--- config.mk ---
export PLATFORM = sky130hd
export DESIGN_NAME = emif_master
export DESIGN_NICKNAME = d
export VERILOG_FILES = /design/src/rtl/emif_master.sv
export SDC_FILE = /design/constraint.sdc
export NUM_CORES = 1
export LEC_CHECK = 0
export CAP_MARGIN = 10
export CORE_AREA = 2 2 120 122
export CTS_CLUSTER_DIAMETER = 50
export DETAILED_ROUTE_END_ITERATION = 16
export DIE_AREA = 0 0 122 124
export PLACE_DENSITY = 0.58
export RECOVER_POWER = 100
export SYNTH_ARGS = -nofsm -noshare
export SYNTH_HDL_FRONTEND = slang
export SYNTH_SLANG_ARGS = --single-unit
--- constraint.sdc ---
create_clock -name clk -period 3.09 [get_ports clk]
set_input_delay 0.309 -clock clk [delete_from_list [all_inputs] [get_ports clk]]
set_output_delay 0.309 -clock clk [all_outputs]
set_load 0.05 [all_outputs]
--- src/rtl/emif_master.sv ---
// emif_master: SDRAM-style EMIF command initiator (ACTIVE -> READ/WRITE -> PRECHARGE) with registered pins.
// Define EMIF_MASTER_REFRESH_EN to compile in the periodic auto-refresh counter, pending flag and REF/TRFC_W states.
module emif_master #(
    parameter int CMD_CYC    = 4,
    parameter int TRCD       = 4,
    parameter int TRP        = 4,
    parameter int RD_LAT     = 8,
    parameter int TRFC       = 16,
    parameter int REF_PERIOD = 1560
) (
    input  logic        clk,
    input  logic        rst_n,
    input  logic        req_valid,
    output logic        req_ready,
    input  logic        req_we,
    input  logic [25:0] req_addr,
    input  logic [15:0] req_wdata,
    input  logic [1:0]  req_be,
    output logic        rsp_valid,
    output logic [15:0] rsp_rdata,
    output logic        emif_cke,
    output logic        emif_ce,
    output logic        emif_ras,
    output logic        emif_cas,
    output logic        emif_we,
    output logic        emif_dqm0,
    output logic        emif_dqm1,
    output logic [12:0] emif_addr,
    output logic [15:0] emif_dout,
    output logic        emif_doe,
    input  logic [15:0] emif_din
);
    typedef enum logic [3:0] {IDLE, ACT, TRCD_W, RD, RD_WAIT, WR, PRE, TRP_W, REF, TRFC_W} state_t;
    localparam logic [3:0] C_DESEL = 4'b1111;
    localparam logic [3:0] C_NOP   = 4'b0111;
    localparam logic [3:0] C_ACT   = 4'b0011;
    localparam logic [3:0] C_RD    = 4'b0101;
    localparam logic [3:0] C_WR    = 4'b0100;
    localparam logic [3:0] C_PRE   = 4'b0010;
    localparam logic [3:0] C_REF   = 4'b0001;
    state_t      state, nxt;
    logic [15:0] tmr, dur;
    logic [3:0]  cmd;
    logic        done;
    logic [12:0] col_q;
    logic        we_q;
    logic [15:0] wdata_q;
    logic [1:0]  be_q;
    logic        want_ref, pend_nxt;
    assign done = tmr == 16'd0;
`ifdef EMIF_MASTER_REFRESH_EN
    localparam int RW = $clog2(REF_PERIOD);
    logic [RW-1:0] ref_cnt;
    logic          ref_pend, ref_tick;
    assign ref_tick = ref_cnt == RW'(REF_PERIOD - 1);
    // an expiry seen in IDLE starts REF directly; otherwise it is held (saturating) until IDLE is reached
    assign want_ref = ref_pend | ref_tick;
    assign pend_nxt = want_ref & (state != IDLE);
    // free-running refresh interval counter and pending flag
    always_ff @(posedge clk or negedge rst_n) begin
        if (!rst_n) begin
            ref_cnt  <= '0;
            ref_pend <= 1'b0;
        end else begin
            ref_cnt  <= ref_tick ? '0 : ref_cnt + 1'b1;
            ref_pend <= pend_nxt;
        end
    end
`else
    logic unused_ref_period;
    assign unused_ref_period = REF_PERIOD != 0;
    assign want_ref = 1'b0;
    assign pend_nxt = 1'b0;
`endif
    // next state, its hold time and the command it puts on the pins; refresh beats a host request in IDLE
    always_comb begin
        nxt = state;
        case (state)
            IDLE:    nxt = want_ref ? REF : (req_valid && req_ready) ? ACT : IDLE;
            ACT:     nxt = done ? TRCD_W : ACT;
            TRCD_W:  nxt = done ? (we_q ? WR : RD) : TRCD_W;
            RD:      nxt = done ? RD_WAIT : RD;
            RD_WAIT: nxt = done ? PRE : RD_WAIT;
            WR:      nxt = done ? PRE : WR;
            PRE:     nxt = done ? TRP_W : PRE;
            TRP_W:   nxt = done ? IDLE : TRP_W;
            REF:     nxt = done ? TRFC_W : REF;
            TRFC_W:  nxt = done ? IDLE : TRFC_W;
            default: nxt = IDLE;
        endcase
        dur = (nxt == TRCD_W)  ? 16'(TRCD - 1) :
              (nxt == RD_WAIT) ? 16'(RD_LAT - CMD_CYC) :
              (nxt == TRP_W)   ? 16'(TRP - 1) :
              (nxt == TRFC_W)  ? 16'(TRFC - 1) :
              (nxt == IDLE)    ? 16'd0 : 16'(CMD_CYC - 1);
        cmd = (nxt == IDLE) ? C_DESEL :
              (nxt == ACT)  ? C_ACT :
              (nxt == RD)   ? C_RD :
              (nxt == WR)   ? C_WR :
              (nxt == PRE)  ? C_PRE :
              (nxt == REF)  ? C_REF : C_NOP;
    end
    // state, dwell timer, latched request and every registered pin/response output
    always_ff @(posedge clk or negedge rst_n) begin
        if (!rst_n) begin
            state     <= IDLE;
            tmr       <= 16'd0;
            col_q     <= 13'd0;
            we_q      <= 1'b0;
            wdata_q   <= 16'd0;
            be_q      <= 2'b00;
            req_ready <= 1'b0;
            rsp_valid <= 1'b0;
            rsp_rdata <= 16'd0;
            emif_cke  <= 1'b0;
            {emif_ce, emif_ras, emif_cas, emif_we} <= C_DESEL;
            {emif_dqm1, emif_dqm0} <= 2'b11;
            emif_addr <= 13'd0;
            emif_dout <= 16'd0;
            emif_doe  <= 1'b0;
        end else begin
            state     <= nxt;
            tmr       <= (nxt != state) ? dur : done ? tmr : tmr - 16'd1;
            emif_cke  <= 1'b1;
            req_ready <= nxt == IDLE && emif_cke && !pend_nxt;
            if (state == IDLE && nxt == ACT) begin
                col_q   <= req_addr[12:0];
                we_q    <= req_we;
                wdata_q <= req_wdata;
                be_q    <= req_be;
            end
            {emif_ce, emif_ras, emif_cas, emif_we} <= cmd;
            {emif_dqm1, emif_dqm0} <= (nxt == RD || nxt == WR) ? ~be_q : 2'b11;
            emif_addr <= (state == IDLE && nxt == ACT) ? req_addr[25:13] :
                         (nxt == RD || nxt == WR)      ? col_q :
                         (nxt == PRE)                  ? 13'h0400 : emif_addr;
            emif_doe  <= nxt == WR;
            emif_dout <= (nxt == WR) ? wdata_q : emif_dout;
            rsp_valid <= state == RD_WAIT && done;
            rsp_rdata <= (state == RD_WAIT && done) ? emif_din : rsp_rdata;
        end
    end
endmodule

# Yosys cells after proc, flatten, opt, wreduce, memory -nomap -nowiden
# Cells that the tools add are included.
dict set report totals {
  register_bits 107
  in_bits 64
  out_inout_bits 55
  wordCells 79
}
dict set report op_classes {
  n_addsub 1
  n_eq_ne 20
  muxes 29
  bitwise_logic 1
  n_reduce_logical 9
}
# cell count
set ops {}
lappend ops {{4-bit one-hot mux with 10 select lines} 1}
lappend ops {{13-bit two-way mux} 3}
lappend ops {{4-bit by 3-bit == test with 1-bit output (second input constant)} 8}
lappend ops {{16-bit two-way mux} 2}
lappend ops {{3-bit two-way mux} 9}
lappend ops {{4-bit two-way mux} 6}
lappend ops {{4-bit by 2-bit == test with 1-bit output (second input constant)} 4}
lappend ops {{4-bit == test (second input constant)} 4}
lappend ops {{16-bit logical NOT} 1}
lappend ops {{16-bit by 1-bit subtractor with 16-bit output (second input constant)} 1}
lappend ops {{2-bit two-way mux} 5}
lappend ops {{4-bit by 1-bit == test with 1-bit output (second input constant)} 2}
lappend ops {{4-bit logical NOT} 2}
lappend ops {{1-bit logical AND} 4}
lappend ops {{4-bit inequality test} 1}
lappend ops {{1-bit two-way mux} 3}
lappend ops {{3-bit nonzero test} 1}
lappend ops {{2-bit by 1-bit inequality test with 1-bit output (second input constant)} 1}
lappend ops {{2-bit inverter} 1}
lappend ops {{1-bit logical OR} 1}

# Logic depth before layout (Yosys ltp)
dict set report logic_depth {
  depth_word 10
  ltp_mapped 10
  mapped_depth_nobuf 8
}

# Worst setup path after synthesis
# Ideal clock, no wire load.
dict set report synth_timing {
  kind {flip-flop to flip-flop}
  startpoint {register tmr[0]}
  endpoint {register emif_dout[0]}
  arrival_time_ns 2.443
  required_ns 2.965
  slack_ns 0.522
  path_stages_with_launch 9
  synth_period_minus_slack_ns 2.568
  path_cell_list {dfrtp_1 -> inv_1 -> ha_1 -> nor4b_1 -> nand4_1 -> mux2i_2 -> nor4_4 -> buf_6 -> mux2_4}
}
dict set report synth_via {
  elab_chain_len 4
  word_cells_on_any_way 12
}
# element line_no
set synth_rtl {}
lappend synth_rtl {{start, declared} 42} ;# logic [15:0] tmr, dur;
lappend synth_rtl {{start signal, assigned} 123} ;# tmr <= (nxt != state) ? dur : done ? tmr : tmr - 16'd1;
lappend synth_rtl {{16-bit logical NOT (*)} 50} ;# assign done = tmr == 16'd0;
lappend synth_rtl {{3-bit two-way mux (tied with other cells)} 86} ;# TRP_W: nxt = done ? IDLE : TRP_W;
lappend synth_rtl {{4-bit one-hot mux with 10 select lines (*)} 78} ;# case (state)
lappend synth_rtl {{via nxt[1]} 41} ;# state_t state, nxt;
lappend synth_rtl {{4-bit by 3-bit == test with 1-bit output (*)} 138} ;# emif_dout <= (nxt == WR) ? wdata_q : emif_dout;
lappend synth_rtl {{end signal, assigned} 138}
lappend synth_rtl {{end, declared} 29} ;# output logic [15:0] emif_dout,
# The timed path passes the listed nets; every way through them passes the cells marked *.
# A chain may end at the register's enable or synchronous reset.

# Worst setup path in the final report
dict set report layout_timing {
  startpoint {register tmr[0]}
  endpoint {register emif_addr[10]}
}
dict set report layout_via {
  elab_chain_len 7
  word_cells_on_any_way 20
}
# element line_no
set layout_rtl {}
lappend layout_rtl {{16-bit logical NOT (*)} 50}
lappend layout_rtl {{4-bit two-way mux (tied with other cells)} 88} ;# TRFC_W: nxt = done ? IDLE : TRFC_W;
lappend layout_rtl {{4-bit one-hot mux with 10 select lines (*)} 78}
lappend layout_rtl {{4-bit by 2-bit == test with 1-bit output or 4-bit by 3-bit == test with 1-bit output (tied branches)} 135} ;# (nxt == RD || nxt == WR) ? col_q :
lappend layout_rtl {{1-bit logical OR} 135}
lappend layout_rtl {{13-bit two-way mux} 135}
lappend layout_rtl {{13-bit two-way mux} 134} ;# emif_addr <= (state == IDLE && nxt == ACT) ? req_addr[25:13] :
lappend layout_rtl {{end signal, assigned} 134}
lappend layout_rtl {{end, declared} 28} ;# output logic [12:0] emif_addr,
# Every way passes the cells marked *; elsewhere a longest branch is shown, timed or not.

==> impl_results.md <==
* Run status: finished, violations left
* Failing checks: max-capacitance violations, max-slew violations
* Layout area overhead at 34.8%
* Clk root buf: clkbuf_16
* Final GP Congestion at slightly below 0.9
* Setup TNS at 0 ps
* Pre-CTS WS at between 400 and 500 ps
* Switching Fraction at 0.367
* Drt via density at around 4.8
* Synth warnings at 0
* Crit end category: register
* Die H at around 120 µm
* Fillcell total at 1309
* Nets at about 600
* Pleak at around 2.8 nW
* Die W at about 120 µm
* Minimum clock period at roughly 2700 ps
* Largest family of logic cells by synthesized area: simple AND/OR/NAND/NOR gates
* Power per cell area at between 700 and 800 nW/µm²
* Reg clk slew, reported paths at ~70 ps
* Most frequent cells in the layout: 115 x nand2_1, 101 x dfrtp_1, 62 x clkdlybuf4s50_1, 55 x dlygate4sd3_1, 24 x mux2_2
* Number of synthesized flops with an enable pin at 0
* Die Area at around 15000 µm²
* Maximum root-to-sink buffer count at 2
* RSZ-0062 raised after global routing: no
* Worst-Skew Late Latency at about 350 ps
* CTS hold repair buffers at 0
* Post-synthesis simple-gate area fraction at 0.181
* Final core utilization at 0.452
* Int Pwr at ~0.0031 W
* DP Cell Count at slightly above 700
* DRC violations left at 0
* Core ar. at between 10000 and 15000 µm²
* Port Buffers at 118
* Commonest non-fill, non-tap cell in the layout: nand2_1
* Final setup fails at 0
* Worst Tran Pin Value at 1960 ps
* Fmax at 0.365 GHz
* Part of the power in registers at 0.440
* Peak supply drop at 0.000331 V
* Total of max-cap violations at 1
* Htree depth at 3
* Drt total wl at about 11000 µm
* Routed Antenna Nets at 0
* Initial cell density of the core at 0.335
* CP max FO at 14
* Slew Viols, Final at 81
* Clk_skew at ~7.7 ps
* # rows at 43
* Total number of vias at roughly 3500
* GR Overflow Total at 0
* Setup repair bufs after CTS at 0
* Number of global-route vias before repair at 3498
* CTS tree: yes
* CP required at roughly 3300 ps
* Share of cells above drive strength 1 at 0.109
* Seq/Total Area, Yosys at 0.583
* DR WL/cell at roughly 15 µm
* Clock sinks at 107
* Non-Filler Instances at 722
* Routed wl met3 at ~850 µm
* Cell count after synthesis at around 420
* Worst Setup Slack, final at about 350 ps
* Initial DRT Pass Iterations at 4
* Compound-Gate Fraction of Synth Area at 0.0726
* Post-synthesis mux area share at 0.101
* Hold Crit Class: reg -> reg
* Adder-cell share of the synthesized area at 0.00272
* Clk network pwr share at 0.231
* Wire length on met1 at 5020 µm
* DRT iter0 DRCs at 202
* Post-synthesis xor/xnor area fraction at 0.0285
* Number of synthesized register bits at between 100 and 150
* Arrival time at the worst endpoint at ~3000 ps
* Gr usage total at 0.153
* Combinational power share at 0.329
* Mapped Avg Cell Area at 10.9 µm²
* Antenna diode count at 0
* Top layer in use: met4
* Largest net degree at the start of global routing at 81
* Fin. Hold Viols at 0
* Setup CP Type: reg -> reg
* Met2 WL at 4820 µm
* Startpoint class of the critical path: register
* Dominant synthesized flop cell: dfrtp_1
* Top-Level Pins at 119
* Crit share post-route at 0.887
* Psw at between 0.0015 and 0.002 W
* Cell Area, Synth at roughly 4600 µm²
* Post-CTS Resized at 0
* Post-synth ARST share at 1.00
* Syn Nets at between 400 and 500
* CTS Buf Count at 9
* Post-synth cell types at between 40 and 50
* First-pass GRT wire length at ~18000 µm
* Max-slew headroom at -0.308
* Antenna violations before repair at 0
* Hpwl dp at 7460 µm
[per-stage QoR]
stage,power [W],hold WS [ps],instance area (µm²)
floorplan,0.00328,13.4,4600
global placement,0.00382,385,5990
detailed placement,0.00386,385,5990
CTS,0.00502,165,6280
global route,0.00521,417,6200
finish,0.00489,394,6200
[critical path: stages, from the launching register on]
cell,delay (ps)
dfrtp_1,400
inv_1,90
ha_1,190
nor4b_1,340
nand4_1,240
nor3_1,600
and4bb_2,430
o41a_1,340
[kinds of logic (layout without fill, tap and decap cells)]
kind of cell | count (synthesis) | in the layout
mux | 38 | 38
flops | 107 | 107
fa+ha+maj | 1 | 1
xor+xnor | 15 | 15
compound gates | 45 | 45
buf+inv | 33 | 154
simple gates | 181 | 181
other cells | 1 | 1
[power groups by stage]
stage | sequential, W | clock (W) | combinational [W]
global route | 0.00221 | 0.00122 | 0.00178
floorplan | 0.00247 | 0 | 0.000806
CTS | 0.00216 | 0.00118 | 0.00168
finish | 0.00215 | 0.00113 | 0.00161
detailed placement | 0.00218 | 0 | 0.00168
global placement | 0.00217 | 0 | 0.00165
[routing by layer]
metal  up-vias  global-route usage
met4         0              0.0417
met2       118               0.235
met1      1656               0.205
met5         -                   0
li1       1671                   -
met3         7              0.0572
[registers in the layout, summed over array words and instances (netlist names), 2 cells and up]
signal and count:
state 4, wdata_q 16, be_q 2, emif_dout 16, col_q 13, tmr 16, emif_addr 13, rsp_rdata 16
[cells in the mapped netlist, types with 2 or more instances]
cell	count	share of area
mux2_2	24	0.059
o31a_1	2	0.0038
mux2_4	9	0.029
xnor2_1	7	0.013
xor2_1	8	0.015
a32oi_1	12	0.023
mux2i_1	3	0.0065
buf_1	2	0.0016
o21ai_0	4	0.0044
o21ai_1	2	0.0022
nor4_4	2	0.0092
inv_1	7	0.0057
nor3_1	9	0.0098
a211oi_1	3	0.0049
buf_6	2	0.0049
a31oi_1	2	0.0027
mux2i_2	2	0.0060
dfstp_2	6	0.034
a21oi_1	3	0.0033
nand3b_1	2	0.0033
nand4_1	5	0.0068
clkbuf_1	20	0.016
nor2_1	24	0.020
nor4_1	3	0.0041
dfrtp_1	101	0.55
o31ai_1	13	0.021
and2_1	3	0.0041
nand3_1	4	0.0044
or2_2	2	0.0027
nand2_1	115	0.094
nor4b_1	3	0.0057
[worst paths after layout]
check                               startpoint                         to  slack, ps  cells after the start
setup / recovery            tmr[0]$_DFFE_PN0P_  emif_addr[10]$_DFFE_PN0P_        350                      7
hold / removal             be_q[0]$_DFFE_PN0P_        emif_dqm0$_DFF_PN1_        390                      1
max in group asynchronous                rst_n   emif_dout[2]$_DFFE_PN0P_       1060                      2
hold reg to reg            be_q[0]$_DFFE_PN0P_        emif_dqm0$_DFF_PN1_        390                      1
setup reg to reg            tmr[0]$_DFFE_PN0P_  emif_addr[10]$_DFFE_PN0P_        350                      7
min in group asynchronous                rst_n       col_q[9]$_DFFE_PN0P_        480                      1
[final cells by class]
| cell class | instances | area [µm²] | area share |
|---|---|---|---|
| clock buffers | 12 | 236 | 0.0381 |
| clock inverters | 4 | 48.8 | 0.00787 |
| inverters | 8 | 30.0 | 0.00484 |
| multi-input cells | 281 | 1740 | 0.280 |
| flip-flops and latches | 107 | 2690 | 0.433 |
| well taps | 180 | 225 | 0.0363 |
| repair buffers | 130 | 1240 | 0.200 |
No activity file was read; power rests on OpenSTA's default activity.
